==> src/rtl/regfile_wr_sched.sv <==
// regfile_wr_sched: write-port scheduler for the 32x32 MIPS register file.
// After reset, or on a clear request, it sweeps every register to INIT_VAL.
// Otherwise it shares the single write port between two valid/ready requesters
// using round-robin arbitration. With SKIP_R0 set, address 0 is never written.
//
// Ports:
//   clk, rst_n                 clock (rising edge), async active-low reset
//   a_valid/a_addr/a_data      requester A (pipeline write-back) write request
//   a_ready                    A transfer accepted this cycle (combinational)
//   b_valid/b_addr/b_data      requester B (debug/loader) write request
//   b_ready                    B transfer accepted this cycle (combinational)
//   clr_req                    one-cycle request to re-sweep all registers
//   init_done                  high while arbitrating
//   busy                       high while sweeping (or about to sweep)
//   RegWr/rd/busW              registered register-file write port
//   gnt_b                      registered, 1 = current write came from B
module regfile_wr_sched #(
   parameter int unsigned     AW       = 5,
   parameter int unsigned     DW       = 32,
   parameter logic [DW-1:0]   INIT_VAL = '0,
   parameter bit              SKIP_R0  = 1'b1
) (
   input  logic          clk,
   input  logic          rst_n,
   input  logic          a_valid,
   output logic          a_ready,
   input  logic [AW-1:0] a_addr,
   input  logic [DW-1:0] a_data,
   input  logic          b_valid,
   output logic          b_ready,
   input  logic [AW-1:0] b_addr,
   input  logic [DW-1:0] b_data,
   input  logic          clr_req,
   output logic          init_done,
   output logic          busy,
   output logic          RegWr,
   output logic [AW-1:0] rd,
   output logic [DW-1:0] busW,
   output logic          gnt_b
);

   typedef enum logic [1:0] {
      ST_INIT  = 2'd0,
      ST_ARB   = 2'd1,
      ST_CLEAR = 2'd2
   } state_t;

   localparam logic [AW-1:0] CNT_LAST = '1;

   state_t        state_q, state_d;
   logic [AW-1:0] cnt_q, cnt_d;
   logic          rr_last_b_q, rr_last_b_d;   // 1 = B won the last transfer
   logic          regwr_d;
   logic [AW-1:0] rd_d;
   logic [DW-1:0] busw_d;
   logic          gnt_b_d;

   // State register and registered write-port outputs
   always_ff @(posedge clk or negedge rst_n) begin
      if (!rst_n) begin
         state_q     <= ST_INIT;
         cnt_q       <= '0;
         rr_last_b_q <= 1'b1;
         RegWr       <= 1'b0;
         rd          <= '0;
         busW        <= '0;
         gnt_b       <= 1'b0;
         busy        <= 1'b1;
         init_done   <= 1'b0;
      end else begin
         state_q     <= state_d;
         cnt_q       <= cnt_d;
         rr_last_b_q <= rr_last_b_d;
         RegWr       <= regwr_d;
         rd          <= rd_d;
         busW        <= busw_d;
         gnt_b       <= gnt_b_d;
         busy        <= (state_d != ST_ARB);
         init_done   <= (state_d == ST_ARB);
      end
   end

   // Next state, arbitration and next write-port values
   always_comb begin
      state_d     = state_q;
      cnt_d       = cnt_q;
      rr_last_b_d = rr_last_b_q;
      regwr_d     = 1'b0;
      rd_d        = rd;
      busw_d      = busW;
      gnt_b_d     = gnt_b;
      a_ready     = 1'b0;
      b_ready     = 1'b0;

      case (state_q)
         ST_INIT, ST_CLEAR: begin
            // Sweep one register per cycle; clr_req is ignored here
            rd_d    = cnt_q;
            busw_d  = INIT_VAL;
            gnt_b_d = 1'b0;
            regwr_d = !(SKIP_R0 && (cnt_q == '0));
            cnt_d   = cnt_q + AW'(1);
            if (cnt_q == CNT_LAST) begin
               state_d = ST_ARB;
            end
         end
         ST_ARB: begin
            if (clr_req) begin
               // Clear wins over any request; sweep starts on the next edge
               state_d = ST_CLEAR;
               cnt_d   = '0;
            end else begin
               // On contention the requester that did not win last time goes
               a_ready = a_valid && (!b_valid || rr_last_b_q);
               b_ready = b_valid && (!a_valid || !rr_last_b_q);
               if (a_ready) begin
                  rd_d        = a_addr;
                  busw_d      = a_data;
                  gnt_b_d     = 1'b0;
                  regwr_d     = !(SKIP_R0 && (a_addr == '0));
                  rr_last_b_d = 1'b0;
               end else if (b_ready) begin
                  rd_d        = b_addr;
                  busw_d      = b_data;
                  gnt_b_d     = 1'b1;
                  regwr_d     = !(SKIP_R0 && (b_addr == '0));
                  rr_last_b_d = 1'b1;
               end
            end
         end
         default: begin
            state_d = ST_INIT;
            cnt_d   = '0;
         end
      endcase
   end

endmodule

==> config.mk <==
export PLATFORM = sky130hd
export DESIGN_NAME = regfile_wr_sched
export DESIGN_NICKNAME = d
export VERILOG_FILES = /design/src/rtl/regfile_wr_sched.sv
export SDC_FILE = /design/constraint.sdc
export NUM_CORES = 1
export LEC_CHECK = 0
export BUFFER_PORTS_ARGS = -buffer_cell sky130_fd_sc_hd__buf_2
export CAP_MARGIN = 20
export CORE_MARGIN = 2
export CORE_UTILIZATION = 35
export CTS_CLUSTER_SIZE = 24
export DETAILED_ROUTE_END_ITERATION = 8
export HOLD_SLACK_MARGIN = 0.08
export PLACE_DENSITY = 0.72
export SLEW_MARGIN = 40
export SYNTH_ARGS = -nofsm -noshare
export SYNTH_HDL_FRONTEND = slang
export SYNTH_SLANG_ARGS = --single-unit
==> constraint.sdc <==
create_clock -name clk -period 1.65 [get_ports clk]
set_clock_uncertainty 0.05 [all_clocks]
set_input_delay 0.165 -clock clk [delete_from_list [all_inputs] [get_ports clk]]
set_output_delay 0.165 -clock clk [all_outputs]
set_load 0.05 [all_outputs]
==> results of run 1 <==
## how the worst max path moves through the flow
stage / start / endpoint / slack (ns) / cells after the start
after floorplan: state_q[1] / rr_last_b_q / 0.14 / 5
after global placement: rr_last_b_q / RegWr / 0.14 / 4
after detailed placement: rr_last_b_q / busW[11] / 0.07 / 5
after CTS: rr_last_b_q / a_ready / 0.01 / 3
after global routing: state_q[1] / b_ready / 0.0009 / 3
final: state_q[1] / b_ready / 0.08 / 3
## stage by stage
| step | hold slack (ns) | utilization, % | setup slack (ns) | std cells | instance area (µm²) |
|---|---|---|---|---|---|
| floorplan | -0.1806 | - | 0.1365 | 235 | 2346 |
| global placement | 0.04833 | 48.12 | 0.1420 | 431 | 3090 |
| detailed placement | 0.05573 | 48.12 | 0.06630 | 431 | 3090 |
| CTS | 0.08141 | 51.69 | 0.01133 | 450 | 3319 |
| global route | 0.08735 | 52.17 | 0.0009265 | 451 | 3351 |
| finish | 0.08438 | 52.17 | 0.07819 | 451 | 3351 |
## placed cells by master (no fill, tap or decap), types with 2 or more instances in the layout
cell           instances
dfstp_2                2
buf_6                  2
a211oi_1               4
dfrtp_1               46
buf_2                119
mux2i_1               22
and3_1                 5
o21ai_0               31
nor3_1                 2
a21oi_1                6
nand2b_1               2
buf_4                 12
clkbuf_8               5
buf_12                 2
nand3_1                5
a32oi_1                4
ha_1                   3
a21o_1                 3
inv_1                  8
nor2_1                 5
dlygate4sd3_1         11
o221ai_1               6
and3_4                 2
or4_1                  2
nand2_1               47
## kinds of logic after synthesis
| group | Yosys count | share of synthesized area (%) |
|---|---|---|
| compound gates | 60 | 15.73 |
| xor+xnor | 2 | 0.7468 |
| fa+ha+maj | 3 | 1.600 |
| buf+inv | 22 | 4.480 |
| flops | 49 | 52.37 |
| mux | 22 | 9.387 |
| simple gates | 77 | 15.68 |
## final cells by class
| cell class | count | area, µm² | share of cell area [%] |
|---|---|---|---|
| Inverter | 8 | 30.03 | 0.8962 |
| Clock inverter | 2 | 35.03 | 1.046 |
| Sequential cell | 49 | 1230 | 36.71 |
| Timing Repair Buffer | 146 | 858.3 | 25.62 |
| Multi-Input combinational cell | 164 | 1032 | 30.81 |
| Clock buffer | 5 | 68.82 | 2.054 |
| Tap cell | 77 | 96.34 | 2.875 |
## worst reg2reg max path, delay by kind of cell, from the launching register on
kind | cells | cell delay [ns]
AO/OA/AOI/OAI | 1 | 0.16
adder cells (fa/ha/maj) | 2 | 0.44
AND/OR/NAND/NOR | 2 | 0.34
flip-flops | 1 | 0.44
## state kept, by name, indices dropped and copies added, names as in the netlist
| signal | cells |
|---|---|
| rd | 5 |
| cnt_q | 5 |
| busy | 1 |
| gnt_b | 1 |
| RegWr | 1 |
| init_done | 1 |
| state_q | 2 |
| busW | 32 |
| rr_last_b_q | 1 |
## metal layers
layer / wire, µm / share of wire [%] / vias to the layer above
met4: 0 / 0 / 0
met5: 0 / 0 / -
met2: 3098 / 48 / 92
met1: 2866 / 45 / 1052
met3: 468 / 7.3 / 0
li1: - / - / 1101
## timing repair
item	in CTS	in global routing
resized for setup	3	6
pin swaps	1	2
setup buffers	1	1
hold buffers	11	0
endpoints found under the setup margin	2	2
endpoints found under the hold margin	48	0
## power groups by stage
stage / clock, µW / combinational (µW) / sequential (µW)
finish: 821 / 1400 / 1580
detailed placement: 0 / 1340 / 1600
CTS: 851 / 1380 / 1580
global route: 921 / 1540 / 1610
floorplan: 0 / 552 / 1960
global placement: 0 / 1330 / 1590
==> results.yml, run 1 <==
floorplan:
  initial_core_util_pct: 36.53
  boundaryPins: 122
  core-area_um2: 6422
  die_area_um2: 7374
  die_w_um: 85.87
  core.rowCount: 29
  dieHeight_um: 85.87
route:
  drt-initial-drc-count: 160
  drc: 10
  drt-wirelength-per-cell_um: 14.26
  drt-vias-per-instance: 4.978
  vias: 2245
  wirelength_um: 6432
  drt-pass1-iter-count: 6
  ant_nets: 0
sta:
  slew_violations: 0
  fin_crit_sh_pct: 95.26
  worstMarginPinSlew_ns: 0.4333
  setup_tns_ns: 0
  fin_crit_ns: 1.572
  maxSlewHeadroom_pct: 71.02
  max_freq_ghz: 0.6362
  setup_violations: 0
  hold_viol_final: 0
  grt_setup_unrepaired: "no"
pwr:
  ir_drop_mv: 0.5016
  pwr-share-clk_pct: 21.6
  p_leak_uw: 0.001863
  power.switching_uw: 1439
  seq_power_share_pct: 41.5
  finalPower_uw: 3802
  combPwrFrac_pct: 36.9
  switching_share_pct: 37.86
  cellPowerDensity_nw_per_um2: 1135
  p_int_uw: 2362
final_layout:
  fin_nets: 456
  layout-drive-gt1-share_pct: 40.64
  diodes: 0
  syn_to_final_growth_pct: 42.83
  fillers: 597
clocking:
  htreeDepth: 2
  cts.sinks: 49
  cts_buffers: 5
  cts-root-buf: "clkbuf_8"
  worstSkewPairLatency_ns: 0.29
  clk_pin_slew_ns: 0.09
  cts_tree: "yes"
  clock_path_buffers: 2
worst_setup_path:
  crit-reg2reg-capture: "state_q[1]"
  path_cells: "nor3b_4, and3_4, buf_6"
  reg2reg_slack_ns: 0.13
  crit_family: "simple AND/OR/NAND/NOR gates"
  required_ns: 1.43
  crit_path_top_delay_cell: "dfrtp_2"
  r2r.worst_path.cells: 5
  worstSetupPathType: "flop to primary output"
  worstReg2RegStart: "cnt_q[1]"
  critPathMaxStageDelay_ns: 0.44
  cp.arrival_ns: 1.36
  worst-path-buf-inv: 1
  worstSetupStartpointType: "flop"
  endpoint_kind: "primary output"
  cp_max_fo: 3
global_routing:
  use_met1_pct: 24.51
  grt_antenna_before_repair: 0
  grt_remaining_overflow: 0
  grt_busiest_layer: "met2"
  grt_pass1_vias: 2267
  grt_pass1_wl_um: 10760
  grt_util_met2_pct: 30.44
  met3_usage_pct: 4.042
  grt_usage_pct: 18.04
  grt_max_degree: 36
yosys:
  synthCells: 235
  synth-seq-cells: 49
  ys_warn_count: 0
  synth_common_cells: "nand2_1 (48), dfrtp_1 (47), o21ai_0 (31)"
  synth_ff_type: "dfrtp_1"
  synth_area_leaders: "dfrtp_1 (50%), mux2i_1 (9.4%), nand2_1 (7.7%), o21ai_0 (6.6%), dfstp_2 (2.2%)"
  ys_seq_area_share_pct: 52.37
  synth.avg_cell_area_um2: 9.983
  ys_types: 36
  yosysTopAreaCellShare_pct: 50.13
  syn_area_um2: 2346
  yosysMostFrequentCell: "nand2_1"
  synth-edff-count: 0
  yosysTopAreaCell: "dfrtp_1"
  async_reset_ff_share_pct: 100.0
  synthesis.nets: 317
placement:
  post-dp-hpwl_um: 4825
  port_buffers: 121
  place_congestion: 0.8581
min_path:
  min_delay_path_depth: 3
  min_path_type: "input pin to flop"
  holdPathEnd: "busW[25]"
  min-delay-start: "b_data[25]"
status:
  status: "finished, violations left"
  violations: "design-rule violations"
flow_run:
  drv_cap: 0
(Power assumes the default switching activity.)
==> run 2: changes to the inputs <==
--- a/config.mk
+++ b/config.mk
@@ -13,6 +13,7 @@
 export DETAILED_ROUTE_END_ITERATION = 8
 export HOLD_SLACK_MARGIN = 0.08
 export PLACE_DENSITY = 0.72
+export RECOVER_POWER = 50
 export SLEW_MARGIN = 40
 export SYNTH_ARGS = -nofsm -noshare
 export SYNTH_HDL_FRONTEND = slang
==> run 2 against run 1 <==
  * The flow still finishes with violations (design-rule violations)
  * Cell area down 0.78%
  * Register-to-register slack hardly changed
  * Fmax hardly changed
  * Sequential power barely moved
  * Core utilization decreased by 0.41 points
  * Die area unchanged
  * Via count hardly changed
  * Non-clock buffer count is the same
  * Critical path depth did not move
  * First-iteration DRC count rose by 8.1%
  * Sequential share of layout area is 0.29 points higher
  * Final cell count unchanged
  * Critical path type unchanged
  * Critical endpoint unchanged
  * Highest routed layer is now met4
==> results.yml, run 2 (same netlist as run 1, synthesis figures left out) <==
floorplan:
  die_area_um2: 7374
  dieHeight_um: 85.87
  core.rowCount: 29
  core-area_um2: 6422
  die_w_um: 85.87
  boundaryPins: 122
  initial_core_util_pct: 36.53
final_layout:
  seq_area_um2: 1230
  fin_nets: 456
  largest_reg_flops: 32
  syn_to_final_growth_pct: 41.71
  final_util_pct: 51.76
  layout-drive-gt1-share_pct: 35.03
  multiInputGateArea_um2: 1032
  diodes: 0
  reg.largest.list: "busW: 32 flops, cnt_q: 5 flops, rd: 5 flops"
  fillers: 612
  regMostFlops: "busW"
  final_cell_mix: "buf_2 (98), nand2_1 (47), dfrtp_1 (46)"
  layout_commonest_cell: "buf_2"
min_path:
  min_path_type: "input pin to flop"
  min-delay-start: "b_data[25]"
  min_delay_path_depth: 3
  holdPathEnd: "busW[25]"
clocking:
  htreeDepth: 2
  clk_pin_slew_ns: 0.09
  cts-root-buf: "clkbuf_8"
  worstSkewPairLatency_ns: 0.29
  cts.sinks: 49
  cts_buffers: 5
  clock_path_buffers: 2
  cts_tree: "yes"
placement:
  port_buffers: 121
  place_congestion: 0.8581
  place_ws_ns: 0.06630
  post-dp-hpwl_um: 4825
sta:
  fin_crit_sh_pct: 95.25
  fin_crit_ns: 1.572
  max_freq_ghz: 0.6363
  hold_viol_final: 0
  grt_setup_unrepaired: "no"
  maxSlewHeadroom_pct: 41.52
  fin_ws_ns: 0.07840
  worstMarginPinSlew_ns: 0.8771
  setup_tns_ns: 0
  setup_violations: 0
  slew_violations: 0
status:
  violations: "design-rule violations"
  status: "finished, violations left"
pwr:
  finalPower_uw: 3792
  p_leak_uw: 0.001779
  cellPowerDensity_nw_per_um2: 1141
  ir_drop_mv: 0.5002
route:
  ant_nets: 0
  drt-vias-per-instance: 4.980
  drc: 10
  drt-pass1-iter-count: 7
  drt-wirelength-per-cell_um: 14.29
  vias: 2246
  wirelength_um: 6447
  drt-initial-drc-count: 173
global_routing:
  grt_antenna_before_repair: 0
  grt_max_degree: 36
  grt_usage_pct: 18.04
  grt_remaining_overflow: 0
  grt_pass1_wl_um: 10760
  grt_pass1_vias: 2267
flow_run:
  drv_cap: 0
worst_setup_path:
  worstSetupPathType: "flop to primary output"
  cp.arrival_ns: 1.36
  r2r.worst_path.cells: 4
  crit_family: "simple AND/OR/NAND/NOR gates"
  path_cells: "nor3b_4, and3_4, buf_6"
  worst-path-buf-inv: 1
  worstSetupStartpointType: "flop"
  cp_max_fo: 3
  worstReg2RegStart: "rr_last_b_q"
  reg2reg_slack_ns: 0.12
  critPathMaxStageDelay_ns: 0.44
  crit_path_top_delay_cell: "dfrtp_2"
  crit-reg2reg-capture: "RegWr"
  endpoint_kind: "primary output"
  required_ns: 1.43
run 2: cell count changes in the layout (fill, tap and decap cells not counted), sizes merged:
cell,previous run,this run
buf,135,114
clkbuf,5,26
run 2: layer usage:
layer,track usage [%],vias to the layer above,routed length (µm)
met5,0,-,0
met3,4.042,2,522
met4,2.165,0,1
met2,30.44,98,3077
met1,24.51,1042,2846
li1,-,1104,-
run 2: cell type report:
cell class | instances | share of cell area (%)
Clock buffer | 5 | 2.070
Clock inverter | 2 | 1.054
Inverter | 8 | 0.9033
Multi-Input combinational cell | 164 | 31.05
Sequential cell | 49 | 37.00
Tap cell | 77 | 2.898
Timing Repair Buffer | 146 | 25.03
run 2: worst register-to-register path, cell delays in order, from the launching register on:
cell	delay, ns
dfstp_2	0.55
nand2b_4	0.16
and2_0	0.24
nor3_1	0.09
o32ai_1	0.34
run 2: how the worst max path moves through the flow:
stage	startpoint	to	slack (ns)	depth (start not counted)
2_1_floorplan	state_q[1]	rr_last_b_q	0.14	5
3_3_place_gp	rr_last_b_q	RegWr	0.14	4
3_5_place_dp	rr_last_b_q	busW[11]	0.07	5
4_1_cts	rr_last_b_q	a_ready	0.01	3
5_1_grt	state_q[1]	b_ready	0.0009	3
6_report	state_q[1]	b_ready	0.08	3
run 2: report_power, final:
group | leakage, µW | total (µW) | switching [µW] | internal (µW)
Sequential | 0.000649 | 1580 | 163 | 1420
Combinational | 0.00108 | 1390 | 902 | 490
Clock | 0.0000540 | 820 | 379 | 441
run 2: what timing repair did:
item                                   in CTS  in global routing
setup endpoints to repair                   2                  2
pin swaps                                   1                  2
hold buffers                               11                  0
endpoints found under the hold margin      48                  0
gates resized for setup                     3                  6
buffers inserted                            1                  1
run 2: stage by stage:
step	hold slack (ns)	instances	cell area, µm²
global placement	0.04833	431	3090
CTS	0.08141	450	3319
global route	0.08735	451	3324
detailed placement	0.05573	431	3090
floorplan	-0.1806	235	2346
finish	0.08386	451	3324
==> run 3: changes to the inputs <==
--- a/config.mk
+++ b/config.mk
@@ -7,6 +7,7 @@
 export LEC_CHECK = 0
 export BUFFER_PORTS_ARGS = -buffer_cell sky130_fd_sc_hd__buf_2
 export CAP_MARGIN = 20
+export CORE_ASPECT_RATIO = 2
 export CORE_MARGIN = 2
 export CORE_UTILIZATION = 35
 export CTS_CLUSTER_SIZE = 24
==> run 3 against run 2 <==
  * The run now ends clean
  * Sequential power hardly changed
  * Combinational power hardly changed
  * Core utilization is 0.39 points lower
  * Register-to-register slack worse by 0.02 ns
  * Total power is 5.6% higher
  * Count of clock-buffer cells in the layout is 1 higher
  * Final cell count is 2.4% higher
  * Cell area is 1.5% higher
  * Sequential share of layout area is 0.55 points lower
==> results.yml, run 3 (same netlist as run 1, synthesis figures left out) <==
status:
  status: "finished, final reports clean"
floorplan:
  boundaryPins: 122
  core-area_um2: 6569
  dieHeight_um: 119.8
  core.rowCount: 42
  die_area_um2: 7413
  initial_core_util_pct: 35.71
  die_w_um: 61.89
clocking:
  clk_pin_slew_ns: 0.07
  clock_path_buffers: 2
  cts_buffers: 5
  cts-root-buf: "clkbuf_16"
  worstSkewPairLatency_ns: 0.29
  cts_tree: "yes"
  cts.sinks: 49
  htreeDepth: 2
route:
  wirelength_um: 6603
  drc: 0
  vias: 2241
  drt-vias-per-instance: 4.851
  drt-wirelength-per-cell_um: 14.29
  drt-initial-drc-count: 76
  drt-pass1-iter-count: 4
  ant_nets: 0
sta:
  hold_viol_final: 0
  worstMarginPinSlew_ns: 0.6348
  fin_crit_ns: 1.616
  holdWs_ns: 0.08321
  fin_crit_sh_pct: 97.96
  setup_violations: 0
  fin_ws_ns: 0.03370
  slew_violations: 0
  grt_setup_unrepaired: "yes"
  max_freq_ghz: 0.6187
  maxSlewHeadroom_pct: 57.86
worst_setup_path:
  crit-reg2reg-capture: "busW[24]"
  worstSetupStartpointType: "flop"
  reg2reg_slack_ns: 0.10
  required_ns: 1.43
  cp_max_fo: 7
  endpoint_kind: "primary output"
  critPathMaxStageDelay_ns: 0.54
  worstReg2RegStart: "rr_last_b_q"
  r2r.worst_path.cells: 5
  path_cells: "nand2b_4, buf_6, and3_4, buf_8"
  crit_path_top_delay_cell: "dfstp_2"
  worstSetupPathType: "flop to primary output"
  cp.arrival_ns: 1.40
final_layout:
  regMostFlops: "busW"
  largest_reg_flops: 32
  finalNonFillerCells: 462
  fillers: 643
  final_cell_mix: "buf_2 (103), nand2_1 (48), dfrtp_1 (46)"
  diodes: 0
  syn_to_final_growth_pct: 43.84
  layout-drive-gt1-share_pct: 36.90
  reg.largest.list: "busW: 32 flops, cnt_q: 5 flops, rd: 5 flops"
  fin_nets: 455
  layout_commonest_cell: "buf_2"
min_path:
  min_path_type: "input pin to flop"
  holdPathEnd: "busW[25]"
  min-delay-start: "b_data[25]"
  min_delay_path_depth: 3
global_routing:
  grt_pass1_wl_um: 10350
  grt_max_degree: 28
  grt_usage_pct: 18.80
  grt_remaining_overflow: 0
  grt_pass1_vias: 2337
  grt_antenna_before_repair: 0
pwr:
  power.switching_uw: 1504
  combPwrFrac_pct: 33.9
  p_leak_uw: 0.001821
  ir_drop_mv: 0.5529
  pwr-share-clk_pct: 26.2
  seq_power_share_pct: 39.9
  p_int_uw: 2499
  switching_share_pct: 37.57
  cellPowerDensity_nw_per_um2: 1186
placement:
  port_buffers: 121
  dp_cells: 443
  place_ws_ns: 0.06437
  post-dp-hpwl_um: 5134
  place_congestion: 0.7959
flow_run:
  drv_cap: 0
[run 3: changes by cell type in the layout (fill, tap and decap cells not counted), moves of 2 or more]
cell,delta
buf_2,+5
o21ai_1,+6
clkbuf_16,+5
dlygate4sd3_1,-2
clkbuf_1,-6
o21ai_0,-6
clkbuf_8,-4
[run 3: how the worst max path moves through the flow]
stage                     start          end  slack (ns)  cells past startpoint
finish              rr_last_b_q      a_ready        0.03                      4
global route         state_q[1]      a_ready       -0.04                      3
CTS                  state_q[0]      b_ready        0.02                      3
detailed placement      a_valid     busW[29]        0.06                      6
global placement        a_valid        rd[1]        0.10                      6
floorplan            state_q[1]  rr_last_b_q        0.14                      5
[run 3: area by class of cell]
cell class	instances	area [µm²]	share of cell area [%]
Sequential cell	49	1230	36.45
Multi-Input combinational cell	164	1030	30.52
Timing Repair Buffer	145	822.0	24.36
Clock buffer	6	138.9	4.116
Tap cell	88	110.1	3.263
Inverter	8	30.03	0.8899
Clock inverter	2	13.76	0.4079
[run 3: critical path: cells and delay by family, from the launching register on]
| kind | cells | cell delay [ns] |
|---|---|---|
| AND/OR/NAND/NOR | 2 | 0.32 |
| flip-flops | 1 | 0.54 |
| buffers and inverters | 2 | 0.25 |
[run 3: per-layer routing]
layer,share of wire (%),track usage [%],vias up
met5,0,0,-
met4,3.2,9.441,0
met3,4.7,3.233,13
met2,56,33.16,82
met1,36,20.13,1050
li1,-,-,1096
[run 3: metrics by stage]
step / TNS (ns) / total power (µW) / utilization, % / area (µm²)
6_report: 0 / 4002 / 51.37 / 3374
5_1_grt: -0.09304 / 4231 / 51.37 / 3374
4_1_cts: 0 / 4047 / 51.58 / 3388
3_5_place_dp: 0 / 2953 / 47.33 / 3109
3_3_place_gp: 0 / 2913 / 47.33 / 3109
2_1_floorplan: 0 / 2510 / - / 2346
[run 3: power groups by stage]
| stage | combinational (µW) | clock [µW] | sequential, µW |
|---|---|---|---|
| 2_1_floorplan | 552 | 0 | 1960 |
| 3_3_place_gp | 1310 | 0 | 1600 |
| 3_5_place_dp | 1340 | 0 | 1610 |
| 4_1_cts | 1380 | 1070 | 1590 |
| 5_1_grt | 1480 | 1130 | 1620 |
| 6_report | 1360 | 1050 | 1600 |
[run 3: repair_timing]
item                                    CTS  global route
endpoints found under the setup margin    2             3
hold endpoints to repair                 24             0
setup buffers                             1             1
pin swaps                                 1             3
hold buffers                              9             0
gates resized for setup                   7             9
